==> src/rtl/load_resp_formatter.sv <==
// load_resp_formatter: tracks one outstanding load/AMO, formats its DCACHE response
// and holds the result until writeback accepts it.
module load_resp_formatter #(
   parameter int DATA_W  = 64,
   parameter int ADDR_W  = 40,
   parameter int TMO_W   = 8,
   parameter int TMO_CYC = 200
) (
   input  logic              clk_i,
   input  logic              rstn_i,
   input  logic              kill_i,
   input  logic              req_fire_i,
   input  logic              req_load_i,
   input  logic [2:0]        req_funct3_i,
   input  logic [2:0]        req_addr_lo_i,
   input  logic [4:0]        req_rd_i,
   input  logic [ADDR_W-1:0] req_pc_i,
   input  logic              resp_valid_i,
   input  logic              resp_nack_i,
   input  logic [DATA_W-1:0] resp_data_i,
   input  logic              wb_ready_i,
   output logic              wb_valid_o,
   output logic [DATA_W-1:0] wb_data_o,
   output logic [4:0]        wb_rd_o,
   output logic [ADDR_W-1:0] wb_pc_o,
   output logic              busy_o,
   output logic              timeout_o
);
   typedef enum logic [1:0] {IDLE, WAIT, HOLD, DRAIN} state_e;
   localparam logic [TMO_W-1:0] TMO_LAST = TMO_W'(TMO_CYC - 1);
   state_e              state_q, state_d;
   logic [2:0]          f3_q, f3_d, lo_q, lo_d;
   logic [4:0]          rd_q, rd_d;
   logic [ADDR_W-1:0]   pc_q, pc_d;
   logic [TMO_W-1:0]    cnt_q, cnt_d;
   logic [DATA_W-1:0]   data_q, data_d, sh, fmt;
   logic                tmo;
   always_comb begin
      sh  = resp_data_i >> {lo_q, 3'b000};
      fmt = (f3_q == 3'b000) ? {{(DATA_W-8){sh[7]}}, sh[7:0]} :
            (f3_q == 3'b100) ? {{(DATA_W-8){1'b0}}, sh[7:0]} :
            (f3_q == 3'b001) ? {{(DATA_W-16){sh[15]}}, sh[15:0]} :
            (f3_q == 3'b101) ? {{(DATA_W-16){1'b0}}, sh[15:0]} :
            (f3_q == 3'b010) ? {{(DATA_W-32){sh[31]}}, sh[31:0]} :
            (f3_q == 3'b110) ? {{(DATA_W-32){1'b0}}, sh[31:0]} :
            (f3_q == 3'b011) ? resp_data_i : '0;
      tmo       = cnt_q == TMO_LAST;
      state_d   = state_q;
      f3_d      = f3_q;
      lo_d      = lo_q;
      rd_d      = rd_q;
      pc_d      = pc_q;
      cnt_d     = cnt_q;
      data_d    = data_q;
      timeout_o = 1'b0;
      case (state_q)
         IDLE: if (req_fire_i && req_load_i && !kill_i) begin
            state_d = WAIT;
            f3_d    = req_funct3_i;
            lo_d    = req_addr_lo_i;
            rd_d    = req_rd_i;
            pc_d    = req_pc_i;
            cnt_d   = '0;
         end
         WAIT: begin
            cnt_d = cnt_q + 1'b1;
            // a nacked request has nothing left in flight, so a kill need not drain it
            if (kill_i) state_d = (resp_valid_i || resp_nack_i) ? IDLE : DRAIN;
            else if (resp_valid_i) begin
               state_d = HOLD;
               data_d  = fmt;
            end
            else if (resp_nack_i) state_d = IDLE;
            else if (tmo) begin
               state_d   = IDLE;
               timeout_o = 1'b1;
            end
         end
         HOLD: if (kill_i || wb_ready_i) state_d = IDLE;
         DRAIN: begin
            cnt_d = cnt_q + 1'b1;
            if (resp_valid_i || resp_nack_i || tmo) state_d = IDLE;
         end
         default: state_d = IDLE;
      endcase
   end
   always_ff @(posedge clk_i or negedge rstn_i) begin
      if (!rstn_i) begin
         state_q <= IDLE;
         f3_q    <= '0;
         lo_q    <= '0;
         rd_q    <= '0;
         pc_q    <= '0;
         cnt_q   <= '0;
         data_q  <= '0;
      end else begin
         state_q <= state_d;
         f3_q    <= f3_d;
         lo_q    <= lo_d;
         rd_q    <= rd_d;
         pc_q    <= pc_d;
         cnt_q   <= cnt_d;
         data_q  <= data_d;
      end
   end
   assign wb_valid_o = state_q == HOLD;
   assign busy_o     = state_q != IDLE;
   assign wb_data_o  = data_q;
   assign wb_rd_o    = rd_q;
   assign wb_pc_o    = pc_q;
endmodule

==> config.mk <==
export PLATFORM = sky130hd
export DESIGN_NAME = load_resp_formatter
export DESIGN_NICKNAME = d
export VERILOG_FILES = /design/src/rtl/load_resp_formatter.sv
export SDC_FILE = /design/constraint.sdc
export NUM_CORES = 1
export LEC_CHECK = 0
export BUFFER_PORTS_ARGS = -buffer_cell sky130_fd_sc_hd__buf_4
export CAP_MARGIN = 30
export CORE_UTILIZATION = 45
export CTS_CLUSTER_DIAMETER = 40
export DETAILED_ROUTE_END_ITERATION = 10
export GPL_TIMING_DRIVEN = 0
export PLACE_DENSITY = 0.73
export SLEW_MARGIN = 25
export SYNTH_ARGS = -nofsm -noshare
export SYNTH_HDL_FRONTEND = slang
export SYNTH_SLANG_ARGS = --single-unit
==> constraint.sdc <==
create_clock -name clk_i -period 3.88 [get_ports clk_i]
set_input_delay 0.388 -clock clk_i [delete_from_list [all_inputs] [get_ports clk_i]]
set_output_delay 0.388 -clock clk_i [all_outputs]
set_load 0.01 [all_outputs]
==> out/summary.md, run 1 <==
Clock tree
- 0 — number of gates given a new drive strength after cts
- sky130_fd_sc_hd__clkbuf_16 — cell chosen for the clock root
- 125 — Sinks on Clock Net
- 17 — number of clock buffers inserted by TritonCTS
- 4 — H-tree depth
- 430 ps — clock latency on the worst-skew pair
- yes — clock tree from TritonCTS
- 0 — Post-CTS Repair Setup Buffers
- 2 — worst-case clock buffer depth
- 60 ps — clock slew seen by the registers of the worst setup and hold paths

Global routing
- 88 — pin count of the biggest net entering global routing
- 6410 — vias in the first global route
- 0 — total congestion overflow after global routing
- 0 — antenna violations before repair
- 36000 um — global-route wire length before repair
- 0.300 — global-route usage over all layers

Cells and area
- 38.6% — Area Overhead vs Synth
- 1268 — filler cell count in the final layout
- 0.639 — Util after Layout
- 1038 — Net count, final
- sky130_fd_sc_hd__buf_4, sky130_fd_sc_hd__dfrtp_1, sky130_fd_sc_hd__nor2_1, sky130_fd_sc_hd__mux2i_1, sky130_fd_sc_hd__mux2_2 — commonest non-fill, non-tap cells in the layout
- 0.413 — share of cells above drive strength 1
- sky130_fd_sc_hd__buf_4 — leading cell type in the layout, fill and taps excluded
- 1114 — count of non-filler cells in the finished layout
- 0 — ANT cells

Critical path
- register — type of element launching the critical path
- sky130_fd_sc_hd__or4_1 — Crit-path slowest cell
- 1 — worst path buffer plus inverter count
- 480 ps — Slowest Stage Delay on Critical Path
- 3490 ps — Worst EP required
- primary output — Worst Setup End Kind
- reg2out — critical path class
- 4 — largest fanout of any net on the critical path
- simple AND/OR/NAND/NOR gates — kind of cell adding the most delay to the critical path
- 1430 ps — Register-to-Register Setup Slack
- 2100 ps — worst endpoint data arrival time
- ha_1 > nand4_1 > or4_1 > nor4_1 > buf_4 — crit-path cells

Yosys
- sky130_fd_sc_hd__dfrtp_1, sky130_fd_sc_hd__mux2_2, sky130_fd_sc_hd__mux2i_1 — cell types with the largest area share after synthesis
- 783 — synthesized net count
- sky130_fd_sc_hd__dfrtp_1 — post-synth top area cell
- 10.6 sq um — Syn Area/Cell
- 0 — number of enable flip-flop cells after synthesis
- 659 — instance count of the mapped netlist
- sky130_fd_sc_hd__dfrtp_1 — most frequently used flop master after synthesis
- 1.00 — proportion of register bits with asynchronous set or reset after synthesis
- 0 — synth warn
- 56 — Distinct cells, synth
- 6980 sq um — Cell Area, Synth
- 0.448 — share of Yosys cell area claimed by the top area cell type
- 0.448 — post-synthesis sequential area ratio
- 125 — synthesized flop and latch total

Floorplan
- 127 um — die span in x
- 235 — ports placed on the boundary
- 0.461 — initial core utilization
- 127 um — y dimension of the die
- 45 — cell row count
- 16000 sq um — die area
- 15100 sq um — CORE AREA

Place
- 1082 — Post-Place Cells
- 17800 um — half-perimeter wire length after placement
- 234 — I/O Buffers
- 1490 ps — Setup WS pre-CTS
- 0.960 — routability cong.

Route
- 5 — DRT Pass-1 Iters
- 616 — initial DRC count
- 0 — total DRC errors in the routed layout
- 5.84 — vias per inst
- 23400 um — total wire length
- 6503 — detailed-route via count
- 0 — number of nets still failing antenna checks after routing
- 21.0 um — Avg WL per Cell

Timing
- 0 ps — accumulated negative setup slack
- 1390 ps — worst path setup slack after routing
- 0.641 — post-route fraction of the period consumed by the critical path
- 0 — total count of hold-check failures in the final report
- 9.53 ps — Post-Route Skew
- 0.366 — normalized max-slew margin
- 0 — Max Slew Vio Count
- 0 — # setup viols final
- 0.402 GHz — fmax
- no — unrepaired setup endpoints after global routing
- 190 ps — Worst Hold Slack
- 2490 ps — final period demand of the worst path
- 944 ps — actual slew at the worst max-slew pin

Run
- 0 — Max-Cap Viols

Min path
- in2reg — min-delay worst type

Pwr
- 0.343 mV — worst ir drop on vdd
- 666 nW/um^2 — power density of the placed cells
- 4.44 nW — Leak

Run status
- complete, no violations — run status

[registers in the layout (all words and copies together) (netlist names)]
register,flops
cnt_q,8
f3_q,3
lo_q,3
state_q,2
wb_data_o,64
wb_pc_o,40
wb_rd_o,5
[path summary, 6_finish.rpt]
| check | from | end | depth (start not counted) |
|---|---|---|---|
| worst max-delay path | cnt_q[0] | timeout_o | 5 |
| worst min-delay path | req_pc_i[11] | wb_pc_o[11] | 2 |
| worst max register to register | state_q[0] | wb_data_o[28] | 6 |
| worst min register to register | wb_pc_o[6] | wb_pc_o[6] | 1 |
| max in group asynchronous | rstn_i | wb_pc_o[10] | 3 |
| min in group asynchronous | rstn_i | wb_data_o[6] | 2 |
[cell usage after synthesis, types with 8 or more instances]
cell type                  number
sky130_fd_sc_hd__mux2_1        10
sky130_fd_sc_hd__nand2_1       19
sky130_fd_sc_hd__clkbuf_1      21
sky130_fd_sc_hd__nor2_1        90
sky130_fd_sc_hd__nand2b_1      12
sky130_fd_sc_hd__mux2i_1       52
sky130_fd_sc_hd__buf_6          9
sky130_fd_sc_hd__o22ai_1       20
sky130_fd_sc_hd__a31oi_1       27
sky130_fd_sc_hd__nor2b_1       10
sky130_fd_sc_hd__mux4_2        15
sky130_fd_sc_hd__a21oi_1       42
sky130_fd_sc_hd__a21oi_2        8
sky130_fd_sc_hd__buf_2         17
sky130_fd_sc_hd__dfrtp_1      125
sky130_fd_sc_hd__mux2_2        52
sky130_fd_sc_hd__o21ai_0       39
[per-layer routing]
| layer | share of wire | GRT usage |
|---|---|---|
| met1 | 0.38 | 0.361 |
| met2 | 0.47 | 0.486 |
| met3 | 0.12 | 0.108 |
| met4 | 0.031 | 0.129 |
| met5 | 0 | 0 |
[cells by family (layout without fill, tap and decap cells)]
group / count (synthesis) / after routing / synth area share
AOI/OAI and AO/OA: 174 / 174 / 0.157
xor gates and xnor gates: 4 / 4 / 0.00502
adders and majority gates: 1 / 1 / 0.00179
buffers and inverters: 65 / 332 / 0.0554
DFF: 125 / 125 / 0.448
muxes: 129 / 129 / 0.223
and+or+nand+nor: 161 / 161 / 0.110
[stage by stage]
step | cell area [sq um] | total power (W)
6_report | 9680 | 0.00644
3_3_place_gp | 8970 | 0.00461
5_1_grt | 9680 | 0.00677
2_1_floorplan | 6980 | 0.00346
3_5_place_dp | 9010 | 0.00466
4_1_cts | 9680 | 0.00645
[repair_timing]
item | CTS | global route
hold endpoints to repair | 38 | 0
hold buffers | 1 | 0
setup endpoints to repair | 0 | 0
[power by group]
| part | switching (W) | total (W) | internal (W) |
|---|---|---|---|
| combinational | 0.00132 | 0.00264 | 0.00131 |
| sequential | 0.000278 | 0.00202 | 0.00175 |
| clock | 0.000592 | 0.00178 | 0.00119 |
[final cells by class]
type,count,area [sq um],area share
inverter,7,26.3,0.00272
clock inverter,10,185,0.0191
multi-input combinational,469,3470,0.358
buffer,58,360,0.0372
sequential,125,3130,0.323
timing repair buffer,236,1800,0.186
clock buffer,21,470,0.0486
tap,188,235,0.0243
Power figures use the tool's default switching activity.
==> run 2, diff against run 1 <==
--- a/config.mk
+++ b/config.mk
@@ -11,7 +11,7 @@
 export CTS_CLUSTER_DIAMETER = 40
 export DETAILED_ROUTE_END_ITERATION = 10
 export GPL_TIMING_DRIVEN = 0
-export PLACE_DENSITY = 0.73
+export PLACE_DENSITY = 0.75
 export SLEW_MARGIN = 25
 export SYNTH_ARGS = -nofsm -noshare
 export SYNTH_HDL_FRONTEND = slang
==> constraint.sdc (replaced) <==
create_clock -name clk_i -period 2.25 [get_ports clk_i]
set_input_delay 0.225 -clock clk_i [delete_from_list [all_inputs] [get_ports clk_i]]
set_output_delay 0.225 -clock clk_i [all_outputs]
set_load 0.01 [all_outputs]
==> run 2 against run 1 <==
Via count unchanged; sequential share of layout area grew 0.075 points; flip-flop and latch count unchanged; critical path depth did not move; combinational power up 74%; total power grew 69%; first-iteration DRC count fell by 11%; final area fell by 0.23%; die area did not move; highest routed layer unchanged; global-route usage hardly changed; clock power up 60%; utilization down 0.15 points.
==> out/summary.md, run 2 (synthesized netlist as in run 1, its figures left out) <==
Min path
- in2reg — min-delay worst type

Run status
- complete, no violations — run status

Timing
- 0.459 — normalized max-slew margin, +0.0929
- 6.52 ps — Post-Route Skew, -3.00 ps
- 0.457 GHz — fmax
- 0.973 — post-route fraction of the period consumed by the critical path
- 0 — # setup viols final, unchanged
- 809 ps — actual slew at the worst max-slew pin, -135 ps
- no — unrepaired setup endpoints after global routing
- 0 — total count of hold-check failures in the final report, unchanged
- 2190 ps — final period demand of the worst path
- 0 — Max Slew Vio Count, unchanged
- 0 ps — accumulated negative setup slack, unchanged

Floorplan
- 15100 sq um — CORE AREA, unchanged
- 127 um — die span in x, unchanged
- 127 um — y dimension of the die, unchanged
- 0.461 — initial core utilization, unchanged
- 45 — cell row count, unchanged
- 235 — ports placed on the boundary, unchanged
- 16000 sq um — die area, unchanged

Clock tree
- 17 — number of clock buffers inserted by TritonCTS, unchanged
- yes — clock tree from TritonCTS
- 4 — H-tree depth, unchanged
- 2 — worst-case clock buffer depth, unchanged
- sky130_fd_sc_hd__clkbuf_16 — cell chosen for the clock root
- 125 — Sinks on Clock Net, unchanged
- 430 ps — clock latency on the worst-skew pair, about the same
- 60 ps — clock slew seen by the registers of the worst setup and hold paths, about the same

Global routing
- 6506 — vias in the first global route, +1.5%
- 0.300 — global-route usage over all layers, -0.000333
- 80 — pin count of the biggest net entering global routing, -9.1%
- 0 — total congestion overflow after global routing, unchanged
- 35900 um — global-route wire length before repair, -0.38%
- 0 — antenna violations before repair, unchanged

Pwr
- 4.43 nW — Leak, -0.24%
- 0.665 mV — worst ir drop on vdd, +94%
- 1130 nW/um^2 — power density of the placed cells, +70%

Place
- 0.930 — routability cong., -3.1%
- 234 — I/O Buffers, unchanged
- 17800 um — half-perimeter wire length after placement, about the same

Route
- 0 — total DRC errors in the routed layout, unchanged
- 0 — number of nets still failing antenna checks after routing, unchanged
- 5.84 — vias per inst, unchanged
- 549 — initial DRC count, -11%
- 10 — DRT Pass-1 Iters, +5
- 6503 — detailed-route via count, unchanged
- 21.1 um — Avg WL per Cell, +0.59%
- 23500 um — total wire length, +0.59%

Critical path
- register — type of element launching the critical path
- sky130_fd_sc_hd__or4_4 — Crit-path slowest cell
- 1960 ps — worst endpoint data arrival time, -140 ps
- 450 ps — Slowest Stage Delay on Critical Path, -30 ps
- reg2out — critical path class
- 2030 ps — Worst EP required, -1460 ps
- simple AND/OR/NAND/NOR gates — kind of cell adding the most delay to the critical path
- primary output — Worst Setup End Kind
- 4 — largest fanout of any net on the critical path, unchanged
- 1 — worst path buffer plus inverter count, unchanged
- ha_2 > nand4_1 > or4_4 > nor4_2 > buf_4 — crit-path cells

Cells and area
- 0 — ANT cells, unchanged
- 1277 — filler cell count in the final layout, +0.71%
- 0.424 — share of cells above drive strength 1, +0.0119
- sky130_fd_sc_hd__buf_4 — leading cell type in the layout, fill and taps excluded
- 64 — flip-flop count of the largest register, all copies and words added, unchanged
- 38.2% — Area Overhead vs Synth
- 1037 — Net count, final, -0.096%
- 0.637 — Util after Layout, -0.00149
- sky130_fd_sc_hd__buf_4, sky130_fd_sc_hd__dfrtp_1, sky130_fd_sc_hd__nor2_1, sky130_fd_sc_hd__mux2i_1, sky130_fd_sc_hd__mux2_2 — commonest non-fill, non-tap cells in the layout

Run
- 0 — Max-Cap Viols, unchanged

-- run 2: area by class of cell --
| type | instances | area [sq um] | area share |
|---|---|---|---|
| flip-flops and latches | 125 | 3130 | 0.324 |
| multi-input cells | 469 | 3490 | 0.362 |
| well taps | 188 | 235 | 0.0244 |
| clock buffers | 18 | 439 | 0.0455 |
| clock inverters | 14 | 166 | 0.0172 |
| repair buffers | 237 | 1810 | 0.187 |
| plain buffers | 56 | 354 | 0.0367 |
| inverters | 7 | 26.3 | 0.00272 |
-- run 2: what timing repair did --
item,in CTS,in global routing
hold endpoints to repair,46,0
gates resized for setup,5,5
setup endpoints to repair,45,29
buffers inserted,0,1
pin swaps,1,2
hold buffers,1,0
-- run 2: through the flow --
step / hold WS (ps) / cells / power, W / cell area, sq um / worst slack [ps]
final: 26.0 / 1114 / 0.0109 / 9650 / 61.5
after global routing: 12.1 / 1114 / 0.0115 / 9650 / 1.22
after CTS: 17.0 / 1113 / 0.0109 / 9640 / 22.3
after detailed placement: 144 / 1082 / 0.00804 / 9010 / -107
after global placement: 457 / 1081 / 0.00793 / 8970 / -84.0
after floorplan: -70.6 / 659 / 0.00596 / 6980 / 464
-- run 2: power breakdown --
group / internal (W) / switching (W)
clock: 0.00177 / 0.00108
combinational: 0.00228 / 0.00231
sequential: 0.00301 / 0.000462
total: 0.00706 / 0.00385
-- run 2: path summary, 6_finish.rpt --
check / start / to / slack (ps) / depth (start not counted)
max: cnt_q[0] / timeout_o / 60 / 5
max reg2reg: lo_q[0] / wb_data_o[44] / 90 / 7
min: req_pc_i[29] / wb_pc_o[29] / 30 / 2
min in group asynchronous: rstn_i / wb_data_o[11] / 280 / 2
min reg2reg: wb_rd_o[4] / wb_rd_o[4] / 510 / 1
max in group asynchronous: rstn_i / wb_data_o[35] / 1250 / 3
-- run 2: metal layers --
layer / track usage / wire length, um / share of wire
met1: 0.364 / 8960 / 0.38
met5: 0 / 0 / 0
met3: 0.107 / 2750 / 0.12
met4: 0.145 / 914 / 0.039
met2: 0.474 / 10900 / 0.46
-- run 2: worst reg2reg max path, stage by stage (launching register included) --
cell and delay, ps:
sky130_fd_sc_hd__dfrtp_1 440, sky130_fd_sc_hd__buf_6 200, sky130_fd_sc_hd__nand2b_2 200, sky130_fd_sc_hd__nor3b_1 80, sky130_fd_sc_hd__o41a_1 520, sky130_fd_sc_hd__clkbuf_2 230
sky130_fd_sc_hd__o22ai_1 260, sky130_fd_sc_hd__a21oi_1 110
